[config.mk]
export PLATFORM = sky130hd
export DESIGN_NAME = ssriscv_wb_arbiter
export DESIGN_NICKNAME = d
export VERILOG_FILES = /design/src/rtl/ssriscv_pkg.sv /design/src/rtl/ssriscv_scoreboard.sv /design/src/rtl/ssriscv_wb_arbiter.sv
export SDC_FILE = /design/constraint.sdc
export NUM_CORES = 1
export LEC_CHECK = 0
export BUFFER_PORTS_ARGS = -buffer_cell sky130_fd_sc_hd__buf_2
export CORE_UTILIZATION = 52
export CTS_BUF_LIST = sky130_fd_sc_hd__clkbuf_16
export CTS_CLUSTER_SIZE = 24
export DETAILED_ROUTE_END_ITERATION = 7
export PLACE_DENSITY = 0.81
export SETUP_SLACK_MARGIN = 0.3
export SYNTH_ARGS = -nofsm -noshare
export SYNTH_HDL_FRONTEND = slang
export SYNTH_SLANG_ARGS = --single-unit
[constraint.sdc]
create_clock -name clk -period 2.5 [get_ports clk]
set_input_delay 0.25 -clock clk [delete_from_list [all_inputs] [get_ports clk]]
set_output_delay 0.25 -clock clk [all_outputs]
set_load 0.05 [all_outputs]
[src/rtl/ssriscv_pkg.sv]
// Shared ssriscv types and constants for the write-back path.
// Consumers may be built with SSRISCV_WB_BYPASS_EN to add result forwarding.
package ssriscv_pkg;

   localparam int unsigned XLEN       = 32;
   localparam int unsigned NREG       = 32;
   localparam int unsigned REG_ADDR_W = $clog2(NREG);

   // One producer result headed for the register file
   typedef struct packed {
      logic [REG_ADDR_W-1:0] rd;
      logic [XLEN-1:0]       data;
   } wb_req_t;

   // Which producer owns the write port this cycle (debug tracing)
   typedef enum logic [1:0] {
      WB_SRC_NONE = 2'd0,
      WB_SRC_ALU  = 2'd1,
      WB_SRC_LD   = 2'd2
   } wb_src_t;

endpackage

[src/rtl/ssriscv_scoreboard.sv]
// Pending-write scoreboard: busy vector, WAW issue stall and RAW source lookups.
// SSRISCV_WB_BYPASS_EN adds forward-enable outputs that mask the source busy flags.
module ssriscv_scoreboard #(
   parameter int unsigned NREG = 32,
   parameter int unsigned AW   = $clog2(NREG)
) (
   input  logic          clk,
   input  logic          rst_n,
   input  logic          iss_valid,
   input  logic [AW-1:0] iss_rd,
   input  logic [AW-1:0] rs1,
   input  logic [AW-1:0] rs2,
   input  logic          clr_en,
   input  logic [AW-1:0] clr_rd,
`ifdef SSRISCV_WB_BYPASS_EN
   output logic          rs1_fwd_en,
   output logic          rs2_fwd_en,
`endif
   output logic          iss_stall,
   output logic          rs1_busy,
   output logic          rs2_busy
);

   logic [NREG-1:0] busy;
   logic [NREG-1:0] busy_next;
   logic            set_en;

   // A write retiring this cycle frees the register for a new issue
   assign iss_stall = busy[iss_rd] & ~(clr_en & (clr_rd == iss_rd));
   assign set_en    = iss_valid & ~iss_stall & (iss_rd != '0);

   // Clear first so that a same-cycle set wins
   always_comb begin
      busy_next = busy;
      if (clr_en) begin
         busy_next[clr_rd] = 1'b0;
      end
      if (set_en) begin
         busy_next[iss_rd] = 1'b1;
      end
      busy_next[0] = 1'b0;
   end

   always_ff @(posedge clk or negedge rst_n) begin
      if (!rst_n) begin
         busy <= '0;
      end else begin
         busy <= busy_next;
      end
   end

`ifdef SSRISCV_WB_BYPASS_EN
   assign rs1_fwd_en = clr_en & (clr_rd == rs1) & (rs1 != '0);
   assign rs2_fwd_en = clr_en & (clr_rd == rs2) & (rs2 != '0);
   assign rs1_busy   = busy[rs1] & ~rs1_fwd_en;
   assign rs2_busy   = busy[rs2] & ~rs2_fwd_en;
`else
   // The regfile read in the writing cycle still returns the old value
   assign rs1_busy = busy[rs1];
   assign rs2_busy = busy[rs2];
`endif

endmodule

[src/rtl/ssriscv_wb_arbiter.sv]
// Register-file write-port arbiter: load-first fixed priority, one-cycle registered write.
// SSRISCV_WB_BYPASS_EN adds rsN_fwd_en/rsN_fwd_data forwarding ports.
module ssriscv_wb_arbiter
   import ssriscv_pkg::*;
#(
   parameter int unsigned XLEN = ssriscv_pkg::XLEN,
   parameter int unsigned NREG = ssriscv_pkg::NREG
) (
   input  logic                     clk,
   input  logic                     rst_n,
   input  logic                     iss_valid,
   input  logic [$clog2(NREG)-1:0]  iss_rd,
   output logic                     iss_stall,
   input  logic [$clog2(NREG)-1:0]  rs1,
   input  logic [$clog2(NREG)-1:0]  rs2,
   output logic                     rs1_busy,
   output logic                     rs2_busy,
`ifdef SSRISCV_WB_BYPASS_EN
   output logic                     rs1_fwd_en,
   output logic                     rs2_fwd_en,
   output logic [XLEN-1:0]          rs1_fwd_data,
   output logic [XLEN-1:0]          rs2_fwd_data,
`endif
   input  logic                     alu_valid,
   output logic                     alu_ready,
   input  logic [$clog2(NREG)-1:0]  alu_rd,
   input  logic [XLEN-1:0]          alu_data,
   input  logic                     ld_valid,
   output logic                     ld_ready,
   input  logic [$clog2(NREG)-1:0]  ld_rd,
   input  logic [XLEN-1:0]          ld_data,
   output logic                     reg_write,
   output logic [$clog2(NREG)-1:0]  rd,
   output logic [XLEN-1:0]          reg_write_data
);

   localparam int unsigned AW = $clog2(NREG);

   wb_src_t sel_src;
   wb_req_t sel_req;
   logic    wr_next;

   // Loads cannot be back-pressured, so the ALU waits whenever a load is present
   assign ld_ready  = 1'b1;
   assign alu_ready = ~ld_valid;

   always_comb begin
      sel_src = WB_SRC_NONE;
      sel_req = '0;
      if (ld_valid) begin
         sel_src      = WB_SRC_LD;
         sel_req.rd   = ld_rd;
         sel_req.data = ld_data;
      end else if (alu_valid) begin
         sel_src      = WB_SRC_ALU;
         sel_req.rd   = alu_rd;
         sel_req.data = alu_data;
      end
   end

   // x0 results are accepted but never reach the regfile
   assign wr_next = (sel_src != WB_SRC_NONE) && (sel_req.rd != '0);

   always_ff @(posedge clk or negedge rst_n) begin
      if (!rst_n) begin
         reg_write      <= 1'b0;
         rd             <= '0;
         reg_write_data <= '0;
      end else begin
         reg_write <= wr_next;
         if (wr_next) begin
            rd             <= sel_req.rd;
            reg_write_data <= sel_req.data;
         end
      end
   end

   ssriscv_scoreboard #(
      .NREG (NREG),
      .AW   (AW)
   ) u_scoreboard (
      .clk        (clk),
      .rst_n      (rst_n),
      .iss_valid  (iss_valid),
      .iss_rd     (iss_rd),
      .rs1        (rs1),
      .rs2        (rs2),
      .clr_en     (reg_write),
      .clr_rd     (rd),
`ifdef SSRISCV_WB_BYPASS_EN
      .rs1_fwd_en (rs1_fwd_en),
      .rs2_fwd_en (rs2_fwd_en),
`endif
      .iss_stall  (iss_stall),
      .rs1_busy   (rs1_busy),
      .rs2_busy   (rs2_busy)
   );

`ifdef SSRISCV_WB_BYPASS_EN
   assign rs1_fwd_data = reg_write_data;
   assign rs2_fwd_data = reg_write_data;
`endif

endmodule

==> flow_metrics.py <==
metrics = {
    "cts": {
        "clock-sinks": 69,
        "numCtsBuffers": 9,
        "cts_buffer_depth": 2,
        "cts_tree": "done",
        "htreeDepth": 3,
        "cts.reportedPaths.clkPinSlew_ns": 0.06,
        "cts_root_buf": "clkbuf_16",
        "clk_latency_ns": 0.33,
    },
    "yosys": {
        "syn_area_per_cell_sq_um": 9.76,
        "ys_dominant_reg_cell": "dfrtp_1",
        "synth_xor_area_share_pct": 1.02,
        "syn-cell-area_sq_mm": 0.00430,
        "synth-adder-area-share_pct": 0,
        "synth_top_area_share_pct": 40.2,
        "async_flop_share_pct": 100,
        "synth_common_cells": "dfrtp_1 (69), a21oi_1 (37), a22oi_1 (36), nor2_1 (36)",
        "synth_cells": 440,
        "seq_area_frac_synth_pct": 40.2,
        "yosys.cell_count.top_type": "dfrtp_1",
        "yosys.area.top_type": "dfrtp_1",
        "synth_cell_types": 45,
        "yosys.area_share.simple_pct": 14.8,
        "synthMuxAreaShare_pct": 14.2,
        "synthesis.nets": 534,
        "synth-edff-count": 0,
        "synth_top_family_by_area": "compound AO/OA/AOI/OAI gates",
        "synth_area_leaders": "dfrtp_1 (40%), mux4_2 (9.4%), a22oi_1 (6.3%), o221ai_1 (4.9%), a21oi_1 (4.3%)",
        "synth_compound_area_share_pct": 24.4,
        "ys_warn_count": 0,
        "ys_seq_elements": 69,
    },
    "job": {
        "cap_violations": 0,
    },
    "worst_setup_path": {
        "crit_type": "reg2out",
        "cp_max_fo": 4,
        "cp.arrival_ns": 2.17,
        "crit_required_ns": 2.25,
        "endpoint_kind": "primary output",
        "worstSetupStartpointType": "flip-flop",
    },
    "detailed_routing": {
        "vias_per_cell": 6.48,
        "vias": 4356,
        "first_iter_violations": 387,
        "ant_nets": 0,
        "first_pass_iters": 5,
        "drc": 0,
        "avgRoutedWirePerCell_um": 19.7,
        "routed_wl_mm": 13.2,
    },
    "sta": {
        "whs_ns": 0.149,
        "fin_crit_ns": 2.42,
        "max_slew_margin_pct": 53.2,
        "rsz0062_at_grt": "yes",
        "setup_violations": 0,
        "final_max_slew_viol_count": 0,
        "hold_viol_final": 0,
        "clock_skew_ns": 0.00450,
        "finalCritPeriodShare_pct": 96.8,
        "fin_setup_tns_ns": 0,
        "max_freq_mhz": 413,
        "tightestPinTransition_ns": 0.699,
    },
    "global_routing": {
        "grt_max_degree": 70,
        "grtUsageTotal_pct": 31.8,
        "grt_pass1_wl_mm": 21.0,
        "antenna_found_initial": 0,
        "grt-ovfl-total": 0,
        "grt_pass1_vias": 4336,
    },
    "floorplanning": {
        "die_area_sq_mm": 0.00863,
        "io_pins": 137,
        "core_sq_mm": 0.00785,
        "die_y_um": 92.9,
        "rows": 32,
        "initial_core_util_pct": 54.7,
        "dieWidth_um": 92.9,
    },
    "final_layout": {
        "drive_gt1_share_pct": 36.3,
        "insertedDiodeCount": 0,
        "fin_util_pct": 69.1,
        "nNetsFinal": 659,
        "area_delta_synth_final_pct": 26.3,
    },
    "place": {
        "dp_hpwl_mm": 9.33,
        "io_buffers": 135,
        "place.gp.congestion": 0.912,
    },
    "pwr": {
        "power.static_leakage_nw": 2.33,
        "powerDensity_mw_per_mm2": 869,
        "ir_worst_vdd_uv": 480,
    },
    "outcome": {
        "outcome": "complete, no violations",
    },
    "hold_path": {
        "hold_class": "in2reg",
    },
}
## worst paths after layout
path / startpoint / end / slack [ns] / cells after the start
hold / removal: ld_rd[3] / rd[3] / 0.15 / 3
max in group asynchronous: rst_n / u_scoreboard.busy[29] / 1.72 / 3
min in group asynchronous: rst_n / u_scoreboard.busy[5] / 0.46 / 3
hold reg to reg: reg_write_data[3] / reg_write_data[3] / 0.52 / 2
setup reg to reg: u_scoreboard.busy[14] / u_scoreboard.busy[8] / 0.30 / 8
setup / recovery: u_scoreboard.busy[12] / rs1_busy / 0.08 / 4
## layout by cell type (no fill, tap or decap), drive strengths merged, types with 3 or more instances in the layout
master    instances
nand3            23
nor2b             6
o211ai            5
or3              11
nand2            21
clkinvlp          3
o21ai            36
buf             155
mux2              5
nor3              3
o221ai           24
mux2i            15
or4               3
a21oi            37
xnor2             5
mux4             18
o41ai             6
dfrtp            69
clkbuf            9
o22ai             4
o21a              5
nor2             36
inv               8
a22oi            36
nor3b             3
nand2b            5
## worst max-delay path, stage by stage (launching register included)
cell	delay, ns
dfrtp_1	0.44
mux4_2	0.48
mux4_2	0.48
mux2_2	0.28
buf_6	0.15
## metrics by stage
step / instance area, sq um / cells / power, mW / setup slack, ns
floorplan: 4300 / 440 / 2.83 / 0.379
global placement: 5000 / 645 / 3.26 / 0.284
detailed placement: 5000 / 645 / 3.35 / 0.219
CTS: 5370 / 668 / 4.62 / 0.0836
global route: 5420 / 672 / 4.92 / 0.0520
finish: 5420 / 672 / 4.71 / 0.0790
## report_power, final
part / internal [mW] / total [mW] / switching (mW)
combinational: 0.790 / 1.79 / 1.00
clock: 0.673 / 1.16 / 0.487
sequential: 1.41 / 1.76 / 0.351
## state kept, by name, indices dropped and copies added, names as in the netlist
register / count
reg_write_data: 32
reg_write: 1
rd: 5
u_scoreboard.busy: 31
## logic make-up (layout without fill, tap and decap cells)
kind of cell	count (synthesis)	count (layout)
compound gates	156	156
xor+xnor	5	5
buf+inv	48	178
flops	69	69
mux	38	38
other cells	1	1
simple gates	123	123
## final cells by class
class,count,area [sq um]
fill,603,2420
tap,102,128
multi-input combinational,323,2400
clock inverter,7,50.0
inverter,6,22.5
sequential,69,1730
clock buffer,9,225
timing repair buffer,156,867
## per-layer routing
metal | GRT usage [%] | share of wire [%] | vias up
li1 | - | - | 1939
met1 | 38.4 | 37 | 2055
met2 | 51.3 | 49 | 294
met3 | 7.06 | 8.8 | 68
met4 | 20.5 | 5.3 | 0
met5 | 0 | 0 | -
## what timing repair did
item | in CTS | in global routing
hold buffers | 1 | 0
endpoints found under the setup margin | 3 | 4
cloned | 0 | 0
setup buffers | 6 | 4
resized for setup | 10 | 5
endpoints found under the hold margin | 69 | 0
pin swaps | 1 | 0
(Power assumes the default switching activity.)
